File: src/rtl/cpu_pipe_pkg.sv
// Shared types and buffer indices for the CPU pipeline control blocks.
package cpu_pipe_pkg;

   typedef enum logic {MIDLE, MWAIT} mem_fsm_t;
   typedef enum logic {RUN, SERVICE} int_fsm_t;

   localparam int BUF_IFID   = 0;
   localparam int BUF_IDEX   = 1;
   localparam int BUF_EXMEM  = 2;
   localparam int WAIT_CNT_W = 8;

endpackage

File: src/rtl/load_scoreboard.sv
// In-flight load tracker: flags a used ID source that matches a load in EX or
// in any MEM stage whose result cannot yet be forwarded.
module load_scoreboard
   import cpu_pipe_pkg::*;
#(
   parameter int NUM_STAGES = 5,
   parameter int REG_ADDR_W = 4
) (
   input  logic                  clk,
   input  logic                  rst_n,
   input  logic [REG_ADDR_W-1:0] id_rs1,
   input  logic [REG_ADDR_W-1:0] id_rs2,
   input  logic                  id_rs1_used,
   input  logic                  id_rs2_used,
   input  logic [REG_ADDR_W-1:0] ex_reg_dst,
   input  logic                  ex_is_load,
   input  logic [NUM_STAGES-2:0] stall,
   input  logic [NUM_STAGES-2:0] flush,
   output logic                  hazard
);

   // Registered entries cover MEM stages 3..NUM_STAGES-3; the last MEM stage forwards.
   localparam int DEPTH = NUM_STAGES - 5;

   logic ex_hit, trk_hit;

   assign ex_hit = ex_is_load &
                   ((id_rs1_used & (id_rs1 == ex_reg_dst)) |
                    (id_rs2_used & (id_rs2 == ex_reg_dst)));

   generate
      if (DEPTH > 0) begin : g_trk
         logic [DEPTH-1:0]                 vld_pipe, vld_in;
         logic [DEPTH-1:0][REG_ADDR_W-1:0] dst_pipe, dst_in;

         always_comb begin
            vld_in    = '0;
            dst_in    = '0;
            vld_in[0] = ex_is_load;
            dst_in[0] = ex_reg_dst;
            for (int k = 1; k < DEPTH; k++) begin
               vld_in[k] = vld_pipe[k-1];
               dst_in[k] = dst_pipe[k-1];
            end
         end

         always_ff @(posedge clk or negedge rst_n) begin
            if (!rst_n) begin
               vld_pipe <= '0;
               dst_pipe <= '0;
            end else begin
               for (int k = 0; k < DEPTH; k++) begin
                  if (flush[BUF_EXMEM+k]) begin
                     vld_pipe[k] <= 1'b0;
                  end else if (!stall[BUF_EXMEM+k]) begin
                     vld_pipe[k] <= vld_in[k];
                     dst_pipe[k] <= dst_in[k];
                  end
               end
            end
         end

         always_comb begin
            trk_hit = 1'b0;
            for (int k = 0; k < DEPTH; k++) begin
               if (vld_pipe[k] &&
                   ((id_rs1_used && (id_rs1 == dst_pipe[k])) ||
                    (id_rs2_used && (id_rs2 == dst_pipe[k]))))
                  trk_hit = 1'b1;
            end
         end

         logic unused_bits;
         assign unused_bits = ^{stall[BUF_EXMEM-1:0], flush[BUF_EXMEM-1:0],
                                stall[NUM_STAGES-2:BUF_EXMEM+DEPTH],
                                flush[NUM_STAGES-2:BUF_EXMEM+DEPTH]};
      end else begin : g_no_trk
         assign trk_hit = 1'b0;

         logic unused_bits;
         assign unused_bits = ^{clk, rst_n, stall, flush};
      end
   endgenerate

   assign hazard = ex_hit | trk_hit;

endmodule

File: src/rtl/pipe_hazard_ctrl.sv
// Pipeline stall/flush controller: memory wait, interrupt entry, load-use and
// redirect. Define PIPE_HAZ_TIMEOUT_EN to bound memory waits by MEM_TIMEOUT.
module pipe_hazard_ctrl
   import cpu_pipe_pkg::*;
#(
   parameter int NUM_STAGES  = 5,
   parameter int REG_ADDR_W  = 4,
   parameter int MEM_TIMEOUT = 16
) (
   input  logic                  clk,
   input  logic                  rst_n,
   input  logic [REG_ADDR_W-1:0] id_rs1,
   input  logic [REG_ADDR_W-1:0] id_rs2,
   input  logic                  id_rs1_used,
   input  logic                  id_rs2_used,
   input  logic [REG_ADDR_W-1:0] ex_reg_dst,
   input  logic                  ex_is_load,
   input  logic                  branch_miss,
   input  logic                  id_redirect,
   input  logic                  mem_req,
   input  logic                  mem_valid,
   input  logic                  alert,
   input  logic                  int_enable,
   input  logic                  reti,
   input  logic                  err_clr,
   output logic [NUM_STAGES-2:0] stall,
   output logic [NUM_STAGES-2:0] flush,
   output logic                  pc_hold,
   output logic                  int_take,
   output logic                  int_active,
   output logic                  mem_timeout_err
);

   mem_fsm_t mem_state, mem_next;
   int_fsm_t int_state, int_next;
   logic     pending, take, load_use;
   logic     mem_wait_raw, mem_stall, timeout;
   logic     [NUM_STAGES-2:0] stall_c, flush_c;
   logic     pc_hold_c, int_take_c;

   assign mem_wait_raw = mem_req & ~mem_valid;
   assign mem_stall    = mem_wait_raw & ~timeout;

`ifdef PIPE_HAZ_TIMEOUT_EN
   logic [WAIT_CNT_W-1:0] wait_cnt;
   logic                  err;

   assign timeout = (mem_state == MWAIT) &&
                    (wait_cnt == WAIT_CNT_W'(MEM_TIMEOUT - 1));

   always_ff @(posedge clk or negedge rst_n) begin
      if (!rst_n) begin
         wait_cnt <= '0;
         err      <= 1'b0;
      end else begin
         if (mem_state == MIDLE)
            wait_cnt <= '0;
         else if (wait_cnt != '1)
            wait_cnt <= wait_cnt + 1'b1;
         // A timeout in the same cycle as err_clr keeps the flag set.
         if (timeout)
            err <= 1'b1;
         else if (err_clr)
            err <= 1'b0;
      end
   end

   assign mem_timeout_err = err;
`else
   localparam int unused_timeout = MEM_TIMEOUT;
   logic unused_clr;

   assign timeout         = 1'b0;
   assign mem_timeout_err = 1'b0;
   assign unused_clr      = err_clr;
`endif

   always_ff @(posedge clk or negedge rst_n) begin
      if (!rst_n) begin
         mem_state <= MIDLE;
         int_state <= RUN;
         pending   <= 1'b0;
      end else begin
         mem_state <= mem_next;
         int_state <= int_next;
         pending   <= (pending & ~take) | (alert & int_enable);
      end
   end

   assign take = (int_state == RUN) & pending & ~mem_stall & ~branch_miss;

   always_comb begin
      mem_next = mem_state;
      int_next = int_state;
      case (mem_state)
         MIDLE:   if (mem_wait_raw) mem_next = MWAIT;
         MWAIT:   if (timeout || mem_valid) mem_next = MIDLE;
         default: mem_next = MIDLE;
      endcase
      case (int_state)
         RUN:     if (take) int_next = SERVICE;
         SERVICE: if (reti) int_next = RUN;
         default: int_next = RUN;
      endcase
   end

   load_scoreboard #(
      .NUM_STAGES (NUM_STAGES),
      .REG_ADDR_W (REG_ADDR_W)
   ) u_sb (
      .clk         (clk),
      .rst_n       (rst_n),
      .id_rs1      (id_rs1),
      .id_rs2      (id_rs2),
      .id_rs1_used (id_rs1_used),
      .id_rs2_used (id_rs2_used),
      .ex_reg_dst  (ex_reg_dst),
      .ex_is_load  (ex_is_load),
      .stall       (stall_c),
      .flush       (flush_c),
      .hazard      (load_use)
   );

   always_comb begin
      stall_c    = '0;
      flush_c    = '0;
      pc_hold_c  = 1'b0;
      int_take_c = 1'b0;
      if (mem_stall) begin
         stall_c   = '1;
         pc_hold_c = 1'b1;
      end else if (branch_miss) begin
         flush_c[BUF_IFID] = 1'b1;
         flush_c[BUF_IDEX] = 1'b1;
      end else if (take) begin
         int_take_c        = 1'b1;
         flush_c[BUF_IFID] = 1'b1;
         flush_c[BUF_IDEX] = 1'b1;
      end else if (load_use) begin
         stall_c[BUF_IFID] = 1'b1;
         flush_c[BUF_IDEX] = 1'b1;
         pc_hold_c         = 1'b1;
      end else if (id_redirect) begin
         flush_c[BUF_IFID] = 1'b1;
      end
   end

   // Outputs go quiet the moment reset asserts, even with live requests present.
   assign stall      = rst_n ? stall_c : '0;
   assign flush      = rst_n ? flush_c : '0;
   assign pc_hold    = rst_n & pc_hold_c;
   assign int_take   = rst_n & int_take_c;
   assign int_active = (int_state == SERVICE);

endmodule

File: config.mk
export PLATFORM = sky130hd
export DESIGN_NAME = pipe_hazard_ctrl
export DESIGN_NICKNAME = d
export VERILOG_FILES = /design/src/rtl/cpu_pipe_pkg.sv /design/src/rtl/load_scoreboard.sv /design/src/rtl/pipe_hazard_ctrl.sv
export SDC_FILE = /design/constraint.sdc
export NUM_CORES = 1
export LEC_CHECK = 0
export BUFFER_PORTS_ARGS = -buffer_cell sky130_fd_sc_hd__buf_2
export CAP_MARGIN = 20
export CORE_AREA = 3 3 40 42
export CTS_CLUSTER_DIAMETER = 100
export DETAILED_ROUTE_END_ITERATION = 8
export DIE_AREA = 0 0 43 45
export GPL_TIMING_DRIVEN = 0
export RECOVER_POWER = 25
export SLEW_MARGIN = 20
export SYNTH_ARGS = -nofsm -noshare
export SYNTH_HDL_FRONTEND = slang
export SYNTH_SLANG_ARGS = --single-unit
File: constraint.sdc
create_clock -name clk -period 1.1 [get_ports clk]
set_input_delay 0.165 -clock clk [delete_from_list [all_inputs] [get_ports clk]]
set_output_delay 0.165 -clock clk [all_outputs]
set_load 0.005 [all_outputs]
==> results by group <==
Outcome
  – Status: finished with violations
  – Violated checks: setup timing

Floorplan
  – Starting Density: around 22%
  – Die Y: 45 um
  – Die Span X: 43 um
  – Num ports: 37
  – Die Area: 1940 um^2
  – CORE AREA: 1280 um^2
  – Core Rows: 13

CTS
  – H-tree levels: 1
  – CTS tree: yes
  – Inserted Clock Buffers: 3
  – Maximum buffer depth of the clock tree: 2
  – Clock Root Buffer: clkbuf_4
  – Reg clk slew, reported paths: 0.03 ns
  – Clock Latency Late Sink: around 0.22 ns
  – Clk sink count: 2

Layout
  – Multi-input logic area: 256 um^2
  – Most frequent cells in the layout: 28 x buf_2, 8 x buf_4
  – Reg area: 50.0 um^2
  – Ratio of cells with drive above 1 in the final layout: approximately 68%
  – Layout area overhead: 112%
  – Most common cell after layout, fill and taps aside: buf_2
  – Fillers: ~130
  – Diodes inserted: 0
  – Nets: 107

Yosys
  – Synth cell types: 16
  – Post-Synth Adder-Cell Area: 0%
  – Syn_area_per_cell: 7.19 um^2
  – Simple-gate share of the synthesized area: between 20% and 30%
  – #FFs+latches synth: 2
  – Sequential share of the synthesized area: 17.4%
  – Multiplexer share of the synthesized area: 0%
  – Mapped Area: 288 um^2
  – Synth Area in Compound Gates: between 10% and 20%
  – Synthesis Warnings: 0
  – Main combinational cell family by area after synthesis: XOR/XNOR gates
  – Synth Area in XOR/XNOR: 24.3%
  – Syn Inst Count: 40

STA
  – Setup ws final: -0.257 ns
  – Fin. Hold Viols: 0
  – RSZ-0062 raised after global routing: yes
  – Finish-stage setup viols: 5
  – Slew Limit Fails: 0
  – Max Freq: 737 MHz
  – Final hold slack: 0.139 ns
  – Clock skew: 0.000728 ns
  – Fin crit period: 1.36 ns
  – Post-route clock period utilization: 123%

Power
  – Comb pwr share: 48.9%
  – PD cells: 824 nW/um^2
  – Clock power share: between 30% and 40%
  – Leak: 0.332 nW
  – Seq pwr share: ~20%
  – Internal cell power: between 300 and 400 uW
  – NetSw: ~150 uW
  – Switching part of the total power: between 30% and 40%
  – Peak supply drop: 0.000475 V

Routing
  – Vias: 408
  – Remaining DRCs: 0
  – Routed WL: 920 um
  – WL/cell: slightly below 10 um
  – Post-route ant nets: 0
  – 1st-iter DRT viols: 3
  – Via/cell ratio: 4.29
  – Drt first pass iters: 2

Placed design
  – Pre-CTS setup slack: -0.244 ns
  – Port buffer count: 32
  – Detailed Place HPWL: between 700 and 800 um
  – Final GP Congestion: between 0.7 and 0.8

Worst setup path
  – RR Startpoint: int_active$_DFF_PN0_
  – WP data arrival: 1.19 ns
  – CP Max Fanout: 3
  – Critical path required time: between 0.9 and 1 ns
  – CP Cell Sequence: inv_2, a31oi_4, nor2_1, a41o_1, buf_2
  – Largest delay share family, worst path: compound AO/OA/AOI/OAI gates
  – R2R depth: 3
  – Crit path kind: flip-flop to output port
  – FF-to-FF setup slack: 0.22 ns
  – CP endpoint kind: output port
  – CP bufs+invs: 2
  – CP max stage delay: between 0.3 and 0.4 ns
  – Slowest-stage cell, CP: dfrtp_1
  – Worst Setup Start Kind: flip-flop
  – Critical R2R Capture: pending$_DFF_PN0_

Global routing
  – Initial antenna violation count: 0
  – Global route overflow: 0
  – First-pass GRT wire length: 1.35 mm
  – Vias in the first global route: 340
  – Pin count of the biggest net entering global routing: 7
  – Tot GR Track Use: 9.33%

Hold path
  – Hold crit path type: input port to flip-flop
  – Hold Path Sink: int_active$_DFF_PN0_
  – Hold wc startpoint: reti
  – Worst hold stages: 2

Flow run
  – Max-Cap Viols: 0
power by group through the flow:
stage	sequential, mW	clock (mW)	combinational, mW
floorplan	0.0971	0	0.102
global placement	0.0974	0	0.182
detailed placement	0.0978	0	0.185
CTS	0.0986	0.168	0.229
global route	0.101	0.176	0.271
finish	0.0992	0.158	0.246
routing by layer:
layer	share of wire, %	vias up	wire [um]	track usage [%]
li1	-	207	-	-
met1	35	172	322	10.4
met2	47	29	433	13.8
met5	0	-	0	0
met3	18	0	163	4.38
met4	0	0	0	7.23
layout make-up:
cell class | instances | share of cell area [%]
plain buffers | 6 | 7.38
clock buffers | 3 | 3.69
repair buffers | 35 | 34.4
well taps | 15 | 3.07
inverters | 2 | 1.23
multi-input cells | 32 | 42.0
flip-flops and latches | 2 | 8.20
state kept, by name, indices dropped and copies added, names as in the netlist:
name        cells
int_active      1
pending         1
worst max path at each step:
stage / start / to / slack (ns) / cells past startpoint
2_1_floorplan: mem_valid / stall[0] / -0.006 / 5
3_3_place_gp: mem_valid / stall[0] / -0.23 / 7
3_5_place_dp: mem_valid / stall[0] / -0.24 / 7
4_1_cts: int_active$_DFF_PN0_ / stall[0] / -0.29 / 6
5_1_grt: int_active$_DFF_PN0_ / stall[0] / -0.33 / 6
6_report: int_active$_DFF_PN0_ / flush[0] / -0.26 / 5
stage by stage:
step / TNS [ns] / instances / util, % / power [mW] / cell area, um^2
floorplan: -0.00620 / 42 / - / 0.199 / 308
global placement: -0.726 / 89 / 37.9 / 0.280 / 487
detailed placement: -0.747 / 89 / 37.9 / 0.282 / 487
CTS: -1.06 / 95 / 44.8 / 0.495 / 576
global route: -1.27 / 95 / 47.5 / 0.548 / 611
finish: -0.919 / 95 / 47.5 / 0.503 / 611
what timing repair did:
| item | in CTS | in global routing |
|---|---|---|
| gates resized for setup | 7 | 7 |
| setup buffers | 2 | 0 |
| endpoints found under the hold margin | 2 | 0 |
| endpoints found under the setup margin | 5 | 7 |
| hold buffers | 1 | 0 |
| pin swaps | 10 | 2 |
cells in the mapped netlist (all sizes together):
library cell	n	area, um^2
a21oi	1	5.00
o22a	1	8.76
nor2	2	7.51
dfrtp	2	50.1
o21ai	1	5.00
nand3	4	20.0
nor3	1	5.00
a31oi	1	6.26
inv	2	7.51
nand2	5	18.8
o22ai	2	12.5
nand2b	2	12.5
buf	6	45.0
conb	1	3.75
a41o	1	10.0
xnor2	8	70.1
logic make-up after synthesis:
kind of cell | count (synthesis)
AO/OA/AOI/OAI | 7
AND/OR/NAND/NOR | 14
buffers and inverters | 8
XOR/XNOR | 8
other | 1
flip-flops | 2
worst register-to-register path, delay by kind of cell (launching register included):
kind            cells  cell delay, ns
simple gates        1            0.07
flops               1            0.37
buf+inv             1            0.14
compound gates      1            0.18
Power figures use the tool's default switching activity.
